## config.mk

```make
export PLATFORM = sky130hd
export DESIGN_NAME = pipe_ctrl
export DESIGN_NICKNAME = d
export VERILOG_FILES = /design/src/rtl/pipe_ctrl.sv
export SDC_FILE = /design/constraint.sdc
export NUM_CORES = 1
export LEC_CHECK = 0
export CORE_MARGIN = 2
export CORE_UTILIZATION = 31
export DETAILED_ROUTE_END_ITERATION = 7
export GPL_ROUTABILITY_DRIVEN = 0
export GPL_TIMING_DRIVEN = 0
export HOLD_SLACK_MARGIN = 0.03
export PLACE_DENSITY = 0.89
export SLEW_MARGIN = 40
export SYNTH_ARGS = -nofsm -noshare
export SYNTH_HDL_FRONTEND = slang
export SYNTH_SLANG_ARGS = --single-unit
```

## constraint.sdc

```tcl
create_clock -name clk -period 3.31 [get_ports clk]
set_input_delay 0.8275 -clock clk [delete_from_list [all_inputs] [get_ports clk]]
set_output_delay 0.8275 -clock clk [all_outputs]
set_load 0.005 [all_outputs]
```

## src/rtl/pipe_ctrl.sv

```systemverilog
// Central pipeline controller: stall-vector merge, exception flush/redirect and mem-stall watchdog.
// Define PIPE_CTRL_PERF_EN to build the stall_cycles / flush_count performance counters.
module pipe_ctrl #(
  parameter logic [31:0] EXC_VECTOR = 32'h00000020,
  parameter int unsigned WDT_LIMIT  = 16,
  parameter int unsigned WDT_W      = 16
) (
  input  logic        clk,
  input  logic        rst,
  input  logic        stallreq_from_if,
  input  logic        stallreq_from_id,
  input  logic        stallreq_from_ex,
  input  logic        stallreq_from_mem,
  input  logic [31:0] excepttype_i,
  input  logic [31:0] cp0_epc_i,
  output logic [5:0]  stall,
  output logic        flush,
  output logic [31:0] new_pc,
  output logic        wdt_timeout,
  output logic [31:0] stall_cycles,
  output logic [31:0] flush_count
);

  typedef enum logic [1:0] {
    RUN        = 2'd0,
    WDT_FLUSH  = 2'd1,
    POST_FLUSH = 2'd2
  } state_e;

  localparam logic [WDT_W-1:0] WDT_MAX   = WDT_W'(WDT_LIMIT - 1);
  localparam logic [31:0]      ERET_CODE = 32'h0000000e;

  state_e           state_q, state_d;
  logic [WDT_W-1:0] wdt_cnt_q, wdt_cnt_d;
  logic [5:0]       req_vec;

  always_comb begin
    if (stallreq_from_mem)                         req_vec = 6'b011111;
    else if (stallreq_from_ex)                     req_vec = 6'b001111;
    else if (stallreq_from_id || stallreq_from_if) req_vec = 6'b000111;
    else                                           req_vec = 6'b000000;
  end

  always_comb begin
    state_d     = state_q;
    wdt_cnt_d   = wdt_cnt_q;
    stall       = '0;
    flush       = 1'b0;
    new_pc      = '0;
    wdt_timeout = 1'b0;

    case (state_q)
      RUN: begin
        if (excepttype_i != '0) begin
          flush     = 1'b1;
          new_pc    = (excepttype_i == ERET_CODE) ? cp0_epc_i : EXC_VECTOR;
          wdt_cnt_d = '0;
          state_d   = POST_FLUSH;
        end else begin
          stall = req_vec;
          if (stallreq_from_mem) begin
            // Counter holds at its threshold; the flush state clears it.
            if (wdt_cnt_q == WDT_MAX) state_d   = WDT_FLUSH;
            else                      wdt_cnt_d = wdt_cnt_q + WDT_W'(1);
          end else begin
            wdt_cnt_d = '0;
          end
        end
      end
      WDT_FLUSH: begin
        flush       = 1'b1;
        new_pc      = EXC_VECTOR;
        wdt_timeout = 1'b1;
        wdt_cnt_d   = '0;
        state_d     = POST_FLUSH;
      end
      POST_FLUSH: begin
        stall     = req_vec;
        wdt_cnt_d = '0;
        state_d   = RUN;
      end
      default: begin
        wdt_cnt_d = '0;
        state_d   = RUN;
      end
    endcase

    // Reset masks the combinational outputs as well as the state update.
    if (rst) begin
      state_d     = RUN;
      wdt_cnt_d   = '0;
      stall       = '0;
      flush       = 1'b0;
      new_pc      = '0;
      wdt_timeout = 1'b0;
    end
  end

  always_ff @(posedge clk) begin
    state_q   <= state_d;
    wdt_cnt_q <= wdt_cnt_d;
  end

`ifdef PIPE_CTRL_PERF_EN
  logic [31:0] stall_cycles_q, stall_cycles_d;
  logic [31:0] flush_count_q, flush_count_d;

  always_comb begin
    stall_cycles_d = stall_cycles_q;
    flush_count_d  = flush_count_q;
    if (rst) begin
      stall_cycles_d = '0;
      flush_count_d  = '0;
    end else begin
      if (stall[0]) stall_cycles_d = stall_cycles_q + 32'd1;
      if (flush)    flush_count_d  = flush_count_q + 32'd1;
    end
  end

  always_ff @(posedge clk) begin
    stall_cycles_q <= stall_cycles_d;
    flush_count_q  <= flush_count_d;
  end

  assign stall_cycles = stall_cycles_q;
  assign flush_count  = flush_count_q;
`else
  assign stall_cycles = '0;
  assign flush_count  = '0;
`endif

endmodule

```

* Word-level counts from Yosys, hierarchy flattened
Index checks and enable logic that the tools add are counted.
** Cells by class
- Add/subtract/negate cells :: 1
- Eq/ne operators :: 6
- Mux-type cells :: 19
- Bitwise gates (word level) :: 2
- Reductions and logical operators :: 5
** Operators with widths (number)
- 2-to-1 mux 32 bit :: 3
- case mux 32 bit (2 select lines) :: 1
- == test 32 x 4 -> 1 bit (second input constant) :: 1
- nonzero test 32 bit :: 1
- adder 16 x 1 -> 16 bit (second input constant) :: 1
- == test 16 x 4 -> 1 bit (second input constant) :: 1
- 2-to-1 mux 6 bit :: 2
- case mux 6 bit (2 select lines) :: 1
- 2-to-1 mux 2 bit :: 3
- != test 3 bit (second input constant) :: 2
- 2-to-1 mux 5 bit :: 1
- 2-to-1 mux 1 bit :: 4
- 2-to-1 mux 4 bit :: 1
- case mux 2 bit (2 select lines) :: 1
- OR reduction 4 bit :: 1
- 2-to-1 mux 3 bit :: 1
- == test 2 x 1 -> 1 bit (second input constant) :: 1
- == test 2 bit (second input constant) :: 1
- logical NOT 2 bit :: 1
- inverter 1 bit :: 2
- case mux 1 bit (2 select lines) :: 1
- AND reduction 2 bit :: 1
- logical OR 1 bit :: 1
** Storage, ports and cells
- Bits in registers :: 18
- Input bits :: 70
- Output and inout bits :: 104
- Logic and storage cells :: 35

* Longest topological paths before layout
Gate-level depths: netlist of the first run.
- Depth in word-level cells :: 7
- Depth in mapped cells :: 6

* Worst setup path before layout of the first run
Ideal clock, no wire load.
- Path kind :: in2out
- Start :: input port excepttype_i[21]
- End :: output port stall[1]
- Arrival time :: 2.403 ns
- Required time :: 2.483 ns
- Setup slack :: 0.079 ns
- Stages on the path :: 5
- Path buffers :: 1
- Cells stage by stage :: nor4_2 nand4_1 o31a_1 a2111oi_0 buf_4
** On the way
- Cells in the longest elaborated chain, start to end :: 4
** Ends and longest elaborated chain
- start: declaration :: line 14 : input logic [31:0] excepttype_i,
- nonzero test 32 bit :: line 54 : if (excepttype_i != '0) begin
- 2-to-1 mux 6 bit :: line 54
- case mux 6 bit (2 select lines) :: line 52 : case (state_q)
- 2-to-1 mux 6 bit :: line 89 : if (rst) begin
- end: declaration :: line 16 : output logic [5:0] stall,
No other way between the ends.

* Worst setup path in the final report of the first run
- Start :: input port excepttype_i[2]
- End :: output port stall[4]
Same word-level chain as after synthesis.

==> summary.md, run 1 <==
| Metric | Value |
|---|---|
| Status | `finished, final reports clean` |
| Fraction of layout cells with a size suffix above 1 | `0.4161` |
| # H-tree levels | `1` |
| Post-Synth XOR/XNOR Area | `0.04848` |
| Comb power frac | `0.342` |
| Number of global-route vias before repair | `about 1.8k` |
| R2R Setup Slk | `around 1.6 ns` |
| Worst Hold Class | `register to register` |
| Vias per Instance | `4.060` |
| Synth top cells by count | `67 x buf_4, 33 x and2_1, 18 x dfxtp_1` |
| Buf/Inv on CP | `3` |
| Critical-path cell list | `dlygate4sd2_1 > or3_4 > o31a_1 > buf_4 > nor4b_4 > buf_2` |
| Via count | `1961` |
| Yosys top cell area share | `0.2784` |
| Number of synthesis warnings | `0` |
| Post-Route WL | `approximately 6600 microns` |
| Die Ht | `80.34 microns` |
| Crit end category | `primary output` |
| # rows | `27` |
| Required @ worst endpoint | `around 2.5 ns` |
| Crit path kind | `input pin to primary output` |
| Die X | `roughly 80 microns` |
| Synth cell types | `37` |
| CP max-delay cell | `or3_4` |
| Hold slack | `between 0.4 and 0.5 ns` |
| Most frequent cell after synthesis | `buf_4` |
| Overall routing resource usage | `0.1748` |
| DP Cell Count | `about 470` |
| Int Power | `around 420 uW` |
| Reg-to-Reg End | `wdt_cnt_q[14]$_SDFFE_PP0P_` |
| Clock Tree Buf Depth | `2` |
| Worst VDD drop | `0.0001812 V` |
| Hold_sp | `wdt_cnt_q[15]$_SDFFE_PP0P_` |
| Mapped Cells | `~220` |
| Iter 0 DRT Violations | `29` |
| ANT cells | `0` |
| Starting Density | `0.3241` |
| DRT Pass-1 Iters | `4` |
| GR Overflow Total | `0` |
| Core area | `between 5000 and 6000 sq um` |
| Setup slack after layout | `between 0.015 and 0.02 ns` |
| Crit path max-delay family | `simple AND/OR/NAND/NOR gates` |
| Wire length per cell | `roughly 14 microns` |
| Endpoint of the worst hold path | `wdt_cnt_q[15]$_SDFFE_PP0P_` |
| Maxcap violations | `0` |
| Skew-Pair Late Insertion Delay | `about 0.25 ns` |
| Ys flop type | `dfxtp_1` |
| Nets@finish | `484` |
| Syn Area/Cell | `slightly above 8 sq um` |
| Largest net degree at the start of global routing | `11` |
| CTS tree | `yes` |
| DRC | `0` |
| Synthesized flop and latch total | `18` |
| Post-Synth Adder-Cell Area | `0.006925` |
| Fin cells | `483` |
| Crit Reg-Reg Startpoint | `wdt_cnt_q[0]$_SDFFE_PP0P_` |
| Root buffer cell | `clkbuf_8` |
| Largest family of logic cells by synthesized area | `simple AND/OR/NAND/NOR gates` |
| Part of the power in registers | `0.392` |
| Max Fclk | `0.3037 GHz` |
| Tcrit/Tclk final | `0.9947` |
| Die area | `roughly 6500 sq um` |
| Mux contribution to synthesized area | `0.005540` |
| First-pass GRT wire length | `between 8000 and 9000 microns` |
| Cts bufs inserted | `3` |
| Simple-gate portion of the synthesized area | `0.3726` |
| CP Max Fanout | `3` |
| Synth top area cells | `buf_4 28%, dfxtp_1 20%, and2_1 11%` |
| Unrepaired setup endpoints after global routing | `true` |
| Routed Antenna Nets | `0` |
| Crit path DAT | `around 2.5 ns` |
| PortBufs | `108` |
| Hold Crit Depth | `2` |
| Final Max Slew Viols | `0` |
| CP Launch Type | `input pin` |
| Leakage | `~0.0017 uW` |
| Register area share after synthesis | `0.1994` |
| Worst R2R Path Depth | `5` |
| Clock power frac | `0.265` |
| Max stage delay on crit path | `approximately 0.38 ns` |
| Post-synth EDFFs | `0` |
| Setup Skew | `between 0.0015 and 0.002 ns` |
| Switching share of power | `0.2381` |
| Fin. Hold Viols | `0` |
| Initial antenna violation count | `0` |
| HPWL after DPL | `around 5200 microns` |
| Final setup violation count | `0` |
| Setup slack at placement | `-1.158 ns` |
| Synth area leader | `buf_4` |
| Cell Pwr Density | `roughly 160 nW/um^2` |
| Clock sinks | `18` |
| FFs w/ async S/R, synth | `0` |
| P_sw | `between 100 and 150 uW` |
| Final min period | `approximately 3.3 ns` |
| Synth Area in Compound Gates | `0.05402` |
| Post-Syn Area | `between 1500 and 2000 sq um` |
| Ports | `174` |
| Area Overhead vs Synth | `90.51%` |
| Reg clk slew, reported paths | `about 0.060 ns` |
-- flip-flops by register name, indices dropped and copies added, names as in the netlist --
| signal | flops |
|---|---|
| wdt_cnt_q | 16 |
| state_q | 2 |
-- worst register-to-register path, delay by kind of cell, from the launching register on --
family          cells  cell delay [ns]
compound gates      1             0.14
fa+ha+maj           1             0.27
flops               1             0.40
simple gates        3             0.86
-- worst max path at each step --
| stage | from | end | cells past startpoint |
|---|---|---|---|
| finish | excepttype_i[2] | stall[4] | 6 |
| floorplan | excepttype_i[21] | stall[1] | 5 |
| detailed placement | excepttype_i[20] | stall[1] | 7 |
| CTS | excepttype_i[26] | new_pc[20] | 9 |
| global placement | excepttype_i[25] | stall[2] | 7 |
| global route | excepttype_i[9] | stall[4] | 8 |
-- layout by cell type, fill, tap and decap left out, types with 4 or more instances in the layout --
| master | Yosys | routed |
|---|---|---|
| clkdlybuf4s50_1 | 0 | 37 |
| clkbuf_2 | 0 | 17 |
| dfxtp_1 | 18 | 18 |
| and2_1 | 33 | 21 |
| or3_1 | 6 | 4 |
| nand2_1 | 6 | 6 |
| nand3_1 | 6 | 6 |
| nor4_1 | 11 | 7 |
| buf_2 | 1 | 10 |
| clkdlybuf4s15_1 | 0 | 8 |
| nor2_1 | 10 | 10 |
| a21oi_1 | 5 | 5 |
| and2_4 | 0 | 12 |
| buf_6 | 1 | 26 |
| nor2_4 | 9 | 9 |
| xnor2_1 | 9 | 9 |
| conb_1 | 1 | 65 |
| nor4_4 | 0 | 5 |
| dlygate4sd2_1 | 0 | 15 |
| nand4_1 | 4 | 4 |
| buf_4 | 67 | 74 |
-- power groups by stage --
stage | Clock [uW] | Sequential (uW) | Combinational [uW]
after floorplan | 0 | 223 | 84.1
after global placement | 0 | 223 | 178
after detailed placement | 0 | 223 | 180
after CTS | 154 | 218 | 174
after global routing | 159 | 218 | 205
final | 147 | 218 | 190
-- stage by stage --
stage | TNS (ns) | instance area (sq um) | util | total power [uW]
after floorplan | 0 | 2047 | - | 306.8
after global placement | -27.12 | 3218 | 0.5773 | 400.9
after detailed placement | -28.45 | 3218 | 0.5773 | 402.4
after CTS | 0 | 3334 | 0.5982 | 546.5
after global routing | -0.1184 | 3442 | 0.6175 | 581.1
final | 0 | 3442 | 0.6175 | 555.6
-- timing repair --
action,in CTS,in global routing
pin swaps,14,14
endpoints found under the hold margin,0,0
setup endpoints to repair,38,38
hold buffers,0,0
gates cloned,2,0
buffers inserted,11,2
gates resized for setup,184,79
-- cells by family (layout without fill, tap and decap cells) --
family | count (synthesis) | in the layout
buf+inv | 76 | 199
xor+xnor | 10 | 10
mux | 1 | 1
other cells | 1 | 65
flops | 18 | 18
simple gates | 102 | 102
fa+ha+maj | 1 | 1
compound gates | 15 | 15
-- area by class of cell --
type / instances / area [sq um]
fill: 468 / 2132
inverter: 2 / 7.507
clock buffer: 3 / 41.29
tap: 72 / 90.09
multi-input combinational: 194 / 1284
sequential: 18 / 360.3
timing repair buffer: 122 / 1094
buffer: 72 / 565.5
-- layer usage --
layer	share of wire	up-vias	GRT usage
met5	0	-	0
met4	0.0076	0	0.03559
met3	0.064	4	0.03034
met2	0.57	73	0.3383
met1	0.36	886	0.1977
li1	-	998	-
Note: power is estimated with default switching activity, not from simulation.
==> run 2: changes to the inputs <==
--- a/config.mk
+++ b/config.mk
@@ -14,2 +14,3 @@
 export PLACE_DENSITY = 0.89
+export SETUP_SLACK_MARGIN = 0.02
 export SLEW_MARGIN = 40
--- a/constraint.sdc
+++ b/constraint.sdc
@@ -3,2 +3,2 @@
 set_output_delay 0.8275 -clock clk [all_outputs]
-set_load 0.005 [all_outputs]
+set_load 0.1 [all_outputs]
==> summary.md, run 2 (synthesis gave the netlist of run 1 again) <==
| Metric | Value |
|---|---|
| Util after Layout | `0.7073` |
| Core area | `around 5600 sq um` |
| Final setup violation count | `8` |
| Starting Density | `0.3241` |
| Crit end category | `primary output` |
| Critical-path cell list | `buf_2 > nor4_4 > nand4_1 > buf_4 > o31a_1 > a2111oi_4 > buf_4 > buf_12` |
| Setup slack at placement | `-0.7567 ns` |
| Met1 usage | `0.2248` |
| Fin cells | `484` |
| Nets@finish | `483` |
| Crit path max-delay family | `compound AO/OA/AOI/OAI gates` |
| Hold slack | `0.4863 ns` |
| Fraction of layout cells with a size suffix above 1 | `0.5061` |
| Most common cell on crit path | `buf_4` |
| Cts bufs inserted | `3` |
| GR Overflow Total | `0` |
| Commonest non-fill, non-tap cells in the layout | `72 x buf_4, 65 x conb_1, 36 x clkdlybuf4s50_1` |
| Final min period | `roughly 3.3 ns` |
| Max Fclk | `between 0.3 and 0.4 GHz` |
| CTS tree | `yes` |
| DRT Pass-1 Iters | `4` |
| Commonest non-fill, non-tap cell in the layout | `buf_4` |
| Ports | `about 170` |
| Number of flip-flops under the largest register name | `16` |
| Max stage delay on crit path | `between 0.3 and 0.4 ns` |
| Overall routing resource usage | `0.2112` |
| Setup slack after layout | `-0.01152 ns` |
| Actual slew at the worst max-slew pin | `around 0.52 ns` |
| Root buffer cell | `clkbuf_8` |
| DP Cell Count | `roughly 470` |
| GRT met2 Usage | `0.4000` |
| Crit path kind | `input pin to primary output` |
| Iter 0 DRT Violations | `33` |
| Wire length per cell | `16.96 microns` |
| Number of global-route vias before repair | `around 2.1k` |
| # rows | `27` |
| Buf/Inv on CP | `4` |
| Cell Area, Placed | `roughly 3100 sq um` |
| Cell Pwr Density | `between 200 and 250 nW/um^2` |
| Area Overhead vs Synth | `118.2%` |
| Filler instances | `391` |
| Unrepaired setup endpoints after global routing | `true` |
| Leakage | `~0.0017 uW` |
| Met3 Use GR | `0.06180` |
| Maxcap violations | `0` |
| GRT busiest layer | `met2` |
| Tcrit/Tclk final | `1.003` |
| Largest Register | `wdt_cnt_q` |
| Skew-Pair Late Insertion Delay | `~0.27 ns` |
| Status | `finished, violations left` |
| Finished Cell Area | `slightly below 4000 sq um` |
| Die Ht | `roughly 80 microns` |
| Required @ worst endpoint | `around 2.5 ns` |
| Die area | `around 6500 sq um` |
| DRC | `0` |
| HPWL after DPL | `approximately 5400 microns` |
| Largest net degree at the start of global routing | `11` |
| Post-Route WL | `8210 microns` |
| Clock sinks | `18` |
| Initial antenna violation count | `1` |
| Rel. slew slack | `0.6585` |
| CP Max Fanout | `3` |
| Final Max Slew Viols | `0` |
| Fin. Hold Viols | `0` |
| Hold Buf Count CTS | `0` |
| Setup Skew | `between 0.008 and 0.009 ns` |
| Reg clk slew, reported paths | `approximately 0.070 ns` |
| Die X | `approximately 80 microns` |
| PortBufs | `108` |
| # H-tree levels | `1` |
| Crit path DAT | `~2.5 ns` |
| Worst Hold Class | `register to register` |
| First-pass GRT wire length | `between 10000 and 15000 microns` |
| Violated checks | `negative setup slack` |
| Worst VDD drop | `~0.00036 V` |
| Routed Antenna Nets | `0` |
| Via count | `roughly 2.1k` |
| Vias per Instance | `~4.4` |
| CP max-delay cell | `o31a_1` |
| CP Launch Type | `input pin` |
| Biggest regs | `wdt_cnt_q x16, state_q x2` |
| Clock Tree Buf Depth | `2` |
run 2: through the flow:
stage               power [uW]  TNS (ns)
floorplan                654.1    -2.326
global placement         751.1    -51.68
detailed placement       748.1    -25.35
CTS                      932.1  -0.09703
global route             979.7    -1.492
finish                   954.3  -0.04531
run 2: worst reg2reg max path: cells and delay by family, from the launching register on:
family	cells	cell delay, ns
adders and majority gates	1	0.26
DFF	1	0.39
and+or+nand+nor	3	0.86
AOI/OAI and AO/OA	1	0.15
run 2: path summary, 6_finish.rpt:
path | start | end | slack, ns | depth (start not counted)
worst max-delay path | excepttype_i[5] | stall[2] | -0.01 | 8
worst min-delay path | wdt_cnt_q[15]$_SDFFE_PP0P_ | wdt_cnt_q[15]$_SDFFE_PP0P_ | 0.49 | 2
worst max register to register | wdt_cnt_q[0]$_SDFFE_PP0P_ | wdt_cnt_q[14]$_SDFFE_PP0P_ | 1.57 | 5
worst min register to register | wdt_cnt_q[15]$_SDFFE_PP0P_ | wdt_cnt_q[15]$_SDFFE_PP0P_ | 0.49 | 2
run 2: where the power goes:
group	internal (uW)	switching [uW]
Clock	106	81.9
Sequential	217	0.708
Combinational	137	411
Total	460	494
run 2: cell type report:
cell class              count  area (sq um)  area share
diodes                      1         2.502   0.0006347
plain buffers              74         588.1      0.1492
clock buffers               4         55.05     0.01396
inverters                   2         7.507    0.001904
multi-input cells         194          1354      0.3434
flip-flops and latches     18         360.3     0.09140
well taps                  72         90.09     0.02285
repair buffers            119          1485      0.3767
run 2: per-layer routing:
| layer | part of all wire | vias to the layer above |
|---|---|---|
| li1 | - | 1002 |
| met3 | 0.077 | 27 |
| met2 | 0.54 | 107 |
| met4 | 0.045 | 0 |
| met1 | 0.34 | 1010 |
| met5 | 0 | - |
run 2: what timing repair did:
action	CTS	global route
setup buffers	8	0
gates resized for setup	201	105
endpoints found under the setup margin	38	38
cloned	1	2
pin swaps	14	26
==> run 3: changes to the inputs <==
- CORE_UTILIZATION: 31 -> 25
- PLACE_DENSITY: 0.89 -> 0.75
==> summary.md, run 3 (synthesis gave the netlist of run 1 again) <==
| Metric | Value |
|---|---|
| Initial antenna violation count | `0` |
| CP Launch Type | `input pin` |
| Commonest non-fill, non-tap cell in the layout | `buf_4` |
| Clock Tree Buf Depth | `2` |
| CP max-delay cell | `o31a_1` |
| Max stage delay on crit path | `0.39 ns` |
| Critical-path cell list | `clkbuf_2 > nor4_1 > nand4_1 > o31a_1 > buf_6 > nor4b_4 > buf_6` |
| HPWL after DPL | `4719 microns` |
| Post-Route WL | `6310 microns` |
| ANT cells | `0` |
| Final setup violation count | `1` |
| Multi-input gate area | `1329 sq um` |
| Crit end category | `primary output` |
| Root buffer cell | `clkbuf_8` |
| Fin. Hold Viols | `0` |
| Maxcap violations | `0` |
| Starting Density | `0.2616` |
| Final min period | `3.318 ns` |
| Status | `finished, violations left` |
| DRC | `0` |
| Vias per Instance | `just under 4` |
| DRT Pass-1 Iters | `4` |
| Setup slack after layout | `-0.008354 ns` |
| # H-tree levels | `1` |
| First-pass GRT wire length | `just under 9000 microns` |
| Fin cells | `roughly 500` |
| Die X | `between 80 and 90 microns` |
| Leakage | `approximately 0.0017 uW` |
| FF/Latch Area | `about 360 sq um` |
| Crit path DAT | `~2.5 ns` |
| Reg clk slew, reported paths | `about 0.060 ns` |
| Filler instances | `between 600 and 700` |
| Most common cell on crit path | `buf_6` |
| Die Ht | `roughly 89 microns` |
| CP Max Fanout | `3` |
| Core area | `6907 sq um` |
| Tcrit/Tclk final | `1.003` |
| Largest Register | `wdt_cnt_q` |
| PortBufs | `~110` |
| DP Cell Count | `492` |
| Nets@finish | `around 480` |
| Final Max Slew Viols | `0` |
| Cts bufs inserted | `3` |
| Die area | `slightly below 8000 sq um` |
| Unrepaired setup endpoints after global routing | `true` |
| Number of global-route vias before repair | `1788` |
| Largest net degree at the start of global routing | `11` |
| Via count | `a little under 2k` |
| Worst Hold Class | `register to register` |
| Clock sinks | `18` |
| Crit path kind | `input pin to primary output` |
| Ports | `about 170` |
| Number of flip-flops under the largest register name | `16` |
| Setup Skew | `0.006068 ns` |
| Biggest regs | `wdt_cnt_q x16, state_q x2` |
| Setup TNS | `-0.008354 ns` |
| Routed Antenna Nets | `0` |
| Max Fclk | `roughly 0.3 GHz` |
| Iter 0 DRT Violations | `between 40 and 50` |
| Overall routing resource usage | `0.1383` |
| Fraction of layout cells with a size suffix above 1 | `0.5061` |
| Skew-Pair Late Insertion Delay | `0.25 ns` |
| Hold Buf Count CTS | `0` |
| Cell Pwr Density | `~240 nW/um^2` |
| Commonest non-fill, non-tap cells in the layout | `73 x buf_4, 65 x conb_1, 36 x clkdlybuf4s50_1` |
| Required @ worst endpoint | `between 2 and 2.5 ns` |
| Worst VDD drop | `0.0002189 V` |
| # rows | `30` |
| Violated checks | `negative setup slack` |
| Area Overhead vs Synth | `111.6%` |
| GR Overflow Total | `0` |
| CTS tree | `yes` |
| Wire length per cell | `approximately 13 microns` |
==> run 3: power breakdown <==
part	switching [uW]	internal [uW]	total (uW)
sequential	0.575	217	218
combinational	402	135	536
clock	72.8	106	178
==> run 3: final timing paths <==
kind | from | to | slack (ns) | cells past startpoint
worst max-delay path | excepttype_i[4] | stall[4] | -0.008 | 7
worst min-delay path | wdt_cnt_q[15]$_SDFFE_PP0P_ | wdt_cnt_q[15]$_SDFFE_PP0P_ | 0.51 | 2
worst max register to register | wdt_cnt_q[0]$_SDFFE_PP0P_ | wdt_cnt_q[14]$_SDFFE_PP0P_ | 1.62 | 5
worst min register to register | wdt_cnt_q[15]$_SDFFE_PP0P_ | wdt_cnt_q[15]$_SDFFE_PP0P_ | 0.51 | 2
==> run 3: cell type report <==
type	count	share of cell area
plain buffers	74	0.1538
clock buffers	4	0.01440
inverters	2	0.001963
multi-input cells	194	0.3475
flip-flops and latches	18	0.09424
well taps	96	0.03141
repair buffers	115	0.3567
==> run 3: metrics by stage <==
| step | power [uW] | hold WS, ns | util | setup slack (ns) | cell area [sq um] |
|---|---|---|---|---|---|
| global placement | 749.8 | 0.4666 | 0.4864 | -1.468 | 3359 |
| CTS | 925.6 | 0.5007 | 0.5382 | 0.01568 | 3717 |
| global route | 964.8 | 0.5096 | 0.5536 | -0.1016 | 3824 |
| floorplan | 654.1 | 0.4453 | - | -0.7731 | 2158 |
| finish | 932.4 | 0.5078 | 0.5536 | -0.008354 | 3824 |
| detailed placement | 746.5 | 0.4912 | 0.4582 | -0.7540 | 3164 |
==> run 3: what timing repair did <==
action                                  4_1_cts  5_1_grt
pin swaps                                    14       10
buffers inserted                              7        0
endpoints found under the setup margin       38       38
gates resized for setup                     238       48
==> run 3: worst max-delay path: cells and delay by family <==
family / cells / cell delay, ns
AOI/OAI and AO/OA: 1 / 0.39
buffers and inverters: 3 / 0.49
and+or+nand+nor: 3 / 0.76
==> run 3: layer usage <==
layer,GRT usage,vias up,part of all wire
li1,-,994,-
met1,0.1244,878,0.29
met2,0.2992,86,0.59
met3,0.03878,10,0.10
met4,0.02578,0,0.017
met5,0,-,0
